### config.mk
export PLATFORM = sky130hd
export DESIGN_NAME = host_cmd_bridge
export DESIGN_NICKNAME = d
export VERILOG_FILES = /design/src/rtl/host_bridge_pkg.sv /design/src/rtl/host_cmd_fifo.sv /design/src/rtl/host_cmd_bridge.sv
export SDC_FILE = /design/constraint.sdc
export NUM_CORES = 1
export LEC_CHECK = 0
export ABC_AREA = 1
export BUFFER_PORTS_ARGS = -buffer_cell sky130_fd_sc_hd__buf_4
export CAP_MARGIN = 25
export CORE_UTILIZATION = 54
export DETAILED_ROUTE_END_ITERATION = 10
export GPL_TIMING_DRIVEN = 0
export HOLD_SLACK_MARGIN = 0.1
export PLACE_DENSITY = 0.78
export SYNTH_ARGS = -nofsm -noshare
export SYNTH_HDL_FRONTEND = slang
export SYNTH_SLANG_ARGS = --single-unit
### constraint.sdc
create_clock -name host_clk_i -period 3.85 [get_ports host_clk_i]
set_input_delay 0.77 -clock host_clk_i [delete_from_list [all_inputs] [get_ports host_clk_i]]
set_output_delay 0.77 -clock host_clk_i [all_outputs]
set_load 0.005 [all_outputs]
### src/rtl/host_bridge_pkg.sv
// Shared types for the host command bridge: command record, sequencer states, bus widths.
package host_bridge_pkg;

  localparam int ADDR_W = 4;
  localparam int DATA_W = 8;

  typedef struct packed {
    logic              wr;
    logic [ADDR_W-1:0] addr;
    logic [DATA_W-1:0] wdata;
  } host_cmd_t;

  typedef enum logic [1:0] {
    IDLE  = 2'd0,
    ISSUE = 2'd1,
    RSP   = 2'd2
  } state_t;

endpackage

### src/rtl/host_cmd_fifo.sv
// Synchronous command FIFO; pointers carry an extra wrap bit so full/empty/level
// come straight from registered pointers, and ready is itself a register.
module host_cmd_fifo
  import host_bridge_pkg::*;
#(
  parameter int FIFO_DEPTH = 4
) (
  input  logic                        clk,
  input  logic                        srst,
  input  logic                        push,
  input  host_cmd_t                   push_data,
  input  logic                        pop,
  output host_cmd_t                   pop_data,
  output logic                        ready,
  output logic                        empty,
  output logic [$clog2(FIFO_DEPTH):0] level
);

  localparam int PTR_W = $clog2(FIFO_DEPTH);

  host_cmd_t        mem [FIFO_DEPTH];
  logic [PTR_W:0]   wr_ptr_reg, rd_ptr_reg;
  logic [PTR_W:0]   wr_ptr_next, rd_ptr_next, level_next;
  logic             ready_reg;
  logic             push_ok, pop_ok;

  assign push_ok     = push & ready_reg;
  assign pop_ok      = pop & !empty;
  assign wr_ptr_next = wr_ptr_reg + {{PTR_W{1'b0}}, push_ok};
  assign rd_ptr_next = rd_ptr_reg + {{PTR_W{1'b0}}, pop_ok};
  assign level_next  = wr_ptr_next - rd_ptr_next;

  always_ff @(posedge clk) begin
    if (srst) begin
      wr_ptr_reg <= '0;
      rd_ptr_reg <= '0;
      ready_reg  <= 1'b0;
    end else begin
      wr_ptr_reg <= wr_ptr_next;
      rd_ptr_reg <= rd_ptr_next;
      ready_reg  <= (level_next != (PTR_W+1)'(FIFO_DEPTH));
    end
  end

  // Storage is not reset: a flush only needs the pointers cleared.
  always_ff @(posedge clk) begin
    if (push_ok)
      mem[wr_ptr_reg[PTR_W-1:0]] <= push_data;
  end

  assign pop_data = mem[rd_ptr_reg[PTR_W-1:0]];
  assign empty    = (wr_ptr_reg == rd_ptr_reg);
  assign level    = wr_ptr_reg - rd_ptr_reg;
  assign ready    = ready_reg;

endmodule

### src/rtl/host_cmd_bridge.sv
// Command FIFO + in-order host transaction sequencer with read-response stream.
// Optional per-direction transaction counters enabled by HOST_CMD_BRIDGE_STATS_EN.
module host_cmd_bridge
  import host_bridge_pkg::*;
#(
  parameter int FIFO_DEPTH = 4
) (
  input  logic                        host_clk_i,
  input  logic                        reset_i,
  input  logic                        cmd_valid_i,
  output logic                        cmd_ready_o,
  input  logic                        cmd_wr_i,
  input  logic [ADDR_W-1:0]           cmd_addr_i,
  input  logic [DATA_W-1:0]           cmd_wdata_i,
  output logic                        host_sel_o,
  output logic                        host_wr_o,
  output logic [ADDR_W-1:0]           host_addr_o,
  output logic [DATA_W-1:0]           host_wdata_o,
  input  logic [DATA_W-1:0]           host_rdata_i,
  output logic                        rsp_valid_o,
  input  logic                        rsp_ready_i,
  output logic [DATA_W-1:0]           rsp_rdata_o,
  output logic                        busy_o,
  output logic [$clog2(FIFO_DEPTH):0] fifo_level_o,
  output logic [15:0]                 wr_count_o,
  output logic [15:0]                 rd_count_o
);

  host_cmd_t         fifo_in, fifo_head;
  logic              fifo_pop, fifo_empty;

  state_t            state_reg, state_next;
  host_cmd_t         host_reg, host_next;
  logic              rsp_valid_reg, rsp_valid_next;
  logic [DATA_W-1:0] rsp_rdata_reg, rsp_rdata_next;
  logic              try_pop;

  assign fifo_in = '{wr: cmd_wr_i, addr: cmd_addr_i, wdata: cmd_wdata_i};

  host_cmd_fifo #(.FIFO_DEPTH(FIFO_DEPTH)) u_fifo (
    .clk       (host_clk_i),
    .srst      (reset_i),
    .push      (cmd_valid_i),
    .push_data (fifo_in),
    .pop       (fifo_pop),
    .pop_data  (fifo_head),
    .ready     (cmd_ready_o),
    .empty     (fifo_empty),
    .level     (fifo_level_o)
  );

  always_comb begin
    state_next     = state_reg;
    host_next      = host_reg;
    rsp_valid_next = rsp_valid_reg;
    rsp_rdata_next = rsp_rdata_reg;
    fifo_pop       = 1'b0;
    try_pop        = 1'b0;
    case (state_reg)
      IDLE:  try_pop = 1'b1;
      ISSUE: begin
        // A read parks the sequencer until its response is taken, keeping order strict.
        if (host_reg.wr) begin
          try_pop = 1'b1;
        end else begin
          rsp_valid_next = 1'b1;
          rsp_rdata_next = host_rdata_i;
          state_next     = RSP;
        end
      end
      RSP: begin
        if (rsp_ready_i) begin
          rsp_valid_next = 1'b0;
          try_pop        = 1'b1;
        end
      end
      default: state_next = IDLE;
    endcase
    if (try_pop) begin
      state_next = IDLE;
      if (!fifo_empty) begin
        fifo_pop   = 1'b1;
        host_next  = fifo_head;
        state_next = ISSUE;
      end
    end
  end

  always_ff @(posedge host_clk_i) begin
    if (reset_i) begin
      state_reg     <= IDLE;
      host_reg      <= '0;
      rsp_valid_reg <= 1'b0;
      rsp_rdata_reg <= '0;
    end else begin
      state_reg     <= state_next;
      host_reg      <= host_next;
      rsp_valid_reg <= rsp_valid_next;
      rsp_rdata_reg <= rsp_rdata_next;
    end
  end

  assign host_sel_o   = (state_reg == ISSUE);
  assign host_wr_o    = host_reg.wr;
  assign host_addr_o  = host_reg.addr;
  assign host_wdata_o = host_reg.wdata;
  assign rsp_valid_o  = rsp_valid_reg;
  assign rsp_rdata_o  = rsp_rdata_reg;
  assign busy_o       = !fifo_empty | host_sel_o | rsp_valid_reg;

`ifdef HOST_CMD_BRIDGE_STATS_EN
  logic [15:0] wr_count_reg, rd_count_reg;

  always_ff @(posedge host_clk_i) begin
    if (reset_i) begin
      wr_count_reg <= '0;
      rd_count_reg <= '0;
    end else if (host_sel_o) begin
      if (host_wr_o && wr_count_reg != 16'hFFFF)
        wr_count_reg <= wr_count_reg + 16'd1;
      if (!host_wr_o && rd_count_reg != 16'hFFFF)
        rd_count_reg <= rd_count_reg + 16'd1;
    end
  end

  assign wr_count_o = wr_count_reg;
  assign rd_count_o = rd_count_reg;
`else
  assign wr_count_o = 16'd0;
  assign rd_count_o = 16'd0;
`endif

endmodule

== Yosys cells after proc, flatten, opt, wreduce, memory -nomap -nowiden ==
Memory sizes are Yosys's and may differ from the RTL's. A register that Yosys moved wholly into a read port is not among the register bits.
Index checks and enable logic that the tools add are counted.

* Bitwise gates (word level): 6
* Reductions and logical operators: 8
* Multiplexer cells: 14
* Equal/unequal tests: 8
* Add/sub/neg operators: 4

{| class="wikitable"
|+ Operators with widths
! cell !! number
|-
| $mux 1 || 9
|-
| $add 3x1->3 || 2
|-
| $reduce_and 2->1 || 3
|-
| $sub 3x3->3 || 2
|-
| $mux 2 || 2
|-
| $ne 2x2->1 const B || 2
|-
| $pmux 2 s2 || 1
|-
| $eq 3x3->1 || 1
|-
| $ne 3x2->1 const B || 1
|-
| $ne 3x3->1 const B || 1
|-
| $pmux 1 s3 || 1
|-
| $reduce_and 3->1 || 1
|-
| $and 1x1->1 || 2
|-
| $eq 2x1->1 const B || 1
|-
| $eq 2x2->1 const B || 1
|-
| $logic_not 2->1 || 1
|-
| $ne 2x1->1 const B || 1
|-
| $not 1->1 || 2
|-
| $or 1x1->1 || 2
|-
| $pmux 1 s2 || 1
|-
| $reduce_bool 2->1 || 1
|-
| $reduce_or 2->1 || 1
|-
| $logic_not 1->1 || 1
|}

* Memories: 1
* Logic and storage cells: 47
* Register bits: 18
* Output and inout bits: 60
* RAM bits: 52
* Input port bits: 25

{| class="wikitable"
|+ Memory list
! name !! words !! width !! rd ports !! clocked after Yosys merged registers in !! write ports !! line !! RTL
|-
| u_fifo.mem || 4 || 13 || 1 || 1 || 1 || host_cmd_fifo.sv:21 || <nowiki>host_cmd_t mem [FIFO_DEPTH];</nowiki>
|}

== Logic depth before layout (Yosys ltp) ==
* Depth in word-level cells: 7
* Gate-level depth with buffers: 19
* Mapped depth without buffers: 17

== Cells and area by module ==
Synthesis repeated with hierarchy kept, for this count alone.

* Cell total of the unflattened synthesis: 410
* Area, all modules: 3857.4 um^2

{| class="wikitable"
|+ By module, submodules not included
! module !! sequential area each (um^2) !! cells each !! area an instance (um^2) !! instances
|-
| host_cmd_fifo || 1701.6 || 198 || 2438.6 || 1
|-
| host_cmd_bridge || 480.5 || 212 || 1418.9 || 1
|}

== Worst setup path after synthesis ==
No wires, ideal clock.

* Path type: register to register
* From: register u_fifo.rd_ptr_reg[1]
* To: register u_fifo.ready_reg, in the netlist u_fifo.ready
* Path buffers: 2
* Cell stages (with the launch flop): 19
* Library setup time: 0.109 ns
* Period minus slack after synthesis: 2.689 ns
* Data required time: 3.741 ns
* Arrival time: 2.581 ns
* Slack: 1.161 ns
* Cell sequence: dfxtp_1 -> inv_1 -> buf_2 -> ha_1 -> nand2_1 -> nand3b_4 -> nand3_4 -> buf_6 -> inv_1 -> ha_1 -> ha_1 -> inv_1 -> ha_1 -> a21oi_1 -> inv_1 -> nand2_1 -> nand3_1 -> nand2_1 -> inv_1

* Word-level cells in the longest chain between the ends: 7
* Elaborated cells on any way between the ends: 8
* Those cells by class: add/sub: 2; eq/ne: 2; mux: 2; bitwise: 1; reduce/logical: 1

{| class="wikitable"
|+ Ends and longest elaborated chain
! item !! line !! RTL
|-
| start: declaration || host_cmd_fifo.sv:22 || <nowiki>logic [PTR_W:0] wr_ptr_reg, rd_ptr_reg;</nowiki>
|-
| start signal: assignment || host_cmd_fifo.sv:40 || <nowiki>rd_ptr_reg <= rd_ptr_next;</nowiki>
|-
| $eq 3x3->1 || host_cmd_fifo.sv:52 || <nowiki>assign empty = (wr_ptr_reg == rd_ptr_reg);</nowiki>
|-
| $mux 1 || host_cmd_bridge.sv:81 || <nowiki>if (!fifo_empty) begin</nowiki>
|-
| $mux 1 || host_cmd_bridge.sv:79 || <nowiki>if (try_pop) begin</nowiki>
|-
| named net fifo_pop || host_cmd_bridge.sv:30 || <nowiki>logic fifo_pop, fifo_empty;</nowiki>
|-
| $and 1x1->1 || host_cmd_fifo.sv:28 || <nowiki>assign pop_ok = pop & !empty;</nowiki>
|-
| $add 3x1->3 || host_cmd_fifo.sv:30 || <nowiki>assign rd_ptr_next = rd_ptr_reg + {{PTR_W{1'b0}}, pop_ok};</nowiki>
|-
| named net u_fifo.rd_ptr_next[1] || host_cmd_fifo.sv:23 || <nowiki>logic [PTR_W:0] wr_ptr_next, rd_ptr_next, level_next;</nowiki>
|-
| $sub 3x3->3 || host_cmd_fifo.sv:31 || <nowiki>assign level_next = wr_ptr_next - rd_ptr_next;</nowiki>
|-
| $ne 3x3->1 || host_cmd_fifo.sv:41 || <nowiki>ready_reg <= (level_next != (PTR_W+1)'(FIFO_DEPTH));</nowiki>
|-
| end signal: assignment || host_cmd_fifo.sv:41 ||
|-
| end: declaration || host_cmd_fifo.sv:24 || <nowiki>logic ready_reg;</nowiki>
|}

The timed path passes the listed nets, and every way through them passes these cells.
A chain may end at the register's enable or synchronous reset.

== Final worst setup path ==
Same ends and word-level chain as after synthesis.

==> results.cfg <==
[clock_tree]
root_buffer = clkbuf_8
clock_latency_ns = 0.36
post-cts-setup-buffers = 0
cts_buffer_depth = 2
htreeDepth = 3
cts_resized = 0
clkTransAtPathRegs_ns = 0.09
cts_hold_buf = 0
cts_buffers = 9
cts_tree = built
cts.sinks = 83

[critical_path]
worstSetupPathType = flop to flop
required_ns = 4.11
r2r_setup_slack_ns = 0.75
worstSetupEndpointType = flop
critPathMaxFanout = 10
cp.arrival_ns = 3.36
start_kind = flop

[route]
vias_per_cell = 4.82
drt_iter0_drc = 182
wirelength_um = 7470
drc = 0
vias = 2697
dr.pass1.iters = 5
ant_nets = 0
avgRoutedWirePerCell_um = 13.3

[sta]
drv_slew = 0
final.setup.tns_ns = 0
tightest_slew_ns = 0.678
clock_skew_ns = 0.00795
rsz0062_at_grt = no
fmax_mhz = 322
relSlewSlack_pct = 54.5
finalCriticalPeriod_ns = 3.10
finalSetupViolCount = 0
fin_ws_ns = 0.746
hold_viol_final = 0
min_period_over_period_pct = 80.6

[place]
gp_congestion = 0.785
dp_slack_ns = 0.770
place_hpwl_um = 5360
port-buffer-count = 51

[power]
power_density_nw_per_um2 = 644
power_frac_clock_pct = 21.2
switching_share_pct = 36.7
combPwrFrac_pct = 39.2
power.switching_uw = 1080
ir_worst_vdd_v = 0.000305
seqPwrFrac_pct = 39.5
leakage_uw = 0.00210
p_int_uw = 1870

[floorplanning]
io_pins = 85
die_w_um = 85.1
die-area_um2 = 7250
rows = 29
initial_core_util_pct = 57.4
core_area_um2 = 6490
die_y_um = 85.1

[logic_synthesis]
synth_area_um2 = 3730
synth_cell_types = 26
ys_seq_area_share_pct = 58.5
yosys_warnings = 0
avgSynthCellArea_um2 = 9.79
synth-seq-cells = 83
synthCells = 381

[cells_and_area]
areaGrowthSynthToFinish_pct = 23.1
n_antenna_cell = 0
num-fill-cells = 479
nNetsFinal = 516
largest_register_ffs = 52
regArea_um2 = 2180
multi_input_area_um2 = 1210
drive_gt1_share_pct = 26.7

[global_routing]
grt_pass1_wl_um = 11700
grt_start_max_net_pins = 19
grt_use_total_pct = 21.4
grt.overflow.total = 0
grt_pass1_vias = 2516
antenna_found_initial = 0

[flow_run]
max_cap_violations = 0

[run_status]
status = finished clean

[worst_hold_path]
hold_path_class = flop to flop
-- cell families (layout without fill, tap and decap cells) --
kind of cell | Yosys count | count (layout) | synth area share [%]
buf+inv | 85 | 156 | 12.8
compound gates | 51 | 51 | 7.28
flops | 83 | 83 | 58.5
other cells | 1 | 32 | 0.101
fa+ha+maj | 13 | 13 | 4.56
simple gates | 147 | 147 | 16.5
xor+xnor | 1 | 1 | 0.235
-- Yosys cell counts (all sizes together) --
master	n	area, um2
a21oi	4	20.0
inv	41	154
o22ai	13	81.3
nand3	7	52.6
xor2	1	8.76
fa	1	20.0
nor2	75	282
nand2	58	228
nor3	4	20.0
clkbuf	2	17.5
nand3b	1	20.0
or3	1	7.51
conb	1	3.75
o21ai	34	170
edfxtp	52	1560
nand4	1	6.26
ha	12	150
dfxtp	31	621
buf	42	308
-- power groups by stage --
stage	Combinational, uW	Clock, uW	Sequential, uW
floorplan	739	0	1190
global placement	1120	0	1190
detailed placement	1150	0	1190
CTS	1160	635	1170
global route	1310	669	1180
finish	1160	627	1170
-- final timing paths --
path	from	end	cells after the start
setup / recovery	u_fifo.rd_ptr_reg[1]	u_fifo.ready	18
hold / removal	rsp_rdata_o[0]	rsp_rdata_o[0]	2
setup reg to reg	u_fifo.rd_ptr_reg[1]	u_fifo.ready	18
hold reg to reg	rsp_rdata_o[0]	rsp_rdata_o[0]	2
-- cell usage in the layout (no fill, tap or decap) --
master,count
a21oi_1,4
buf_2,6
buf_4,85
buf_6,6
clkbuf_1,1
clkbuf_8,10
clkinv_4,1
clkinv_8,1
conb_1,32
dfxtp_1,31
edfxtp_1,52
fa_1,1
ha_1,12
inv_1,38
inv_2,3
inv_6,2
inv_8,3
nand2_1,54
nand2_2,4
nand3_1,5
nand3_2,1
nand3_4,1
nand3b_4,1
nand4_1,1
nor2_1,75
nor3_2,4
o21ai_0,34
o22ai_1,13
or3_2,1
xor2_1,1
-- critical path, cell delays in order, from the launching register on --
cell and delay [ns]:
dfxtp_1 0.51, inv_1 0.15, buf_2 0.22, ha_1 0.29
nand2_1 0.04, nand3b_4 0.17, nand3_4 0.13, buf_6 0.16
inv_1 0.05, ha_1 0.19, ha_1 0.27, inv_1 0.05
ha_1 0.30, a21oi_1 0.20, inv_1 0.06, nand2_1 0.07
nand3_1 0.06, nand2_1 0.06, inv_1 0.04
-- metrics by stage --
step | area, um2 | hold WS, ns | power (uW) | util (%) | cells
2_1_floorplan | 3850 | 0.464 | 1930 | - | 412
3_3_place_gp | 4330 | 0.459 | 2300 | 66.6 | 540
3_5_place_dp | 4390 | 0.474 | 2350 | 67.6 | 544
4_1_cts | 4590 | 0.486 | 2970 | 70.7 | 560
5_1_grt | 4590 | 0.519 | 3170 | 70.7 | 560
6_report | 4590 | 0.491 | 2960 | 70.7 | 560
-- routing by layer --
| layer | GRT usage (%) | vias to the layer above | part of all wire [%] |
|---|---|---|---|
| met3 | 4.47 | 14 | 9.0 |
| met4 | 10.6 | 0 | 1.4 |
| met2 | 35.3 | 130 | 48 |
| li1 | - | 1365 | - |
| met5 | 0 | - | 0 |
| met1 | 26.9 | 1188 | 42 |
-- cell type report --
| cell class | instances | share of cell area (%) |
|---|---|---|
| flip-flops and latches | 83 | 47.5 |
| multi-input cells | 244 | 26.3 |
| repair buffers | 55 | 9.32 |
| plain buffers | 44 | 7.08 |
| inverters | 41 | 3.35 |
| clock buffers | 9 | 2.70 |
| well taps | 77 | 2.10 |
| clock inverters | 7 | 1.66 |
Note: power is estimated with default switching activity, not from simulation.
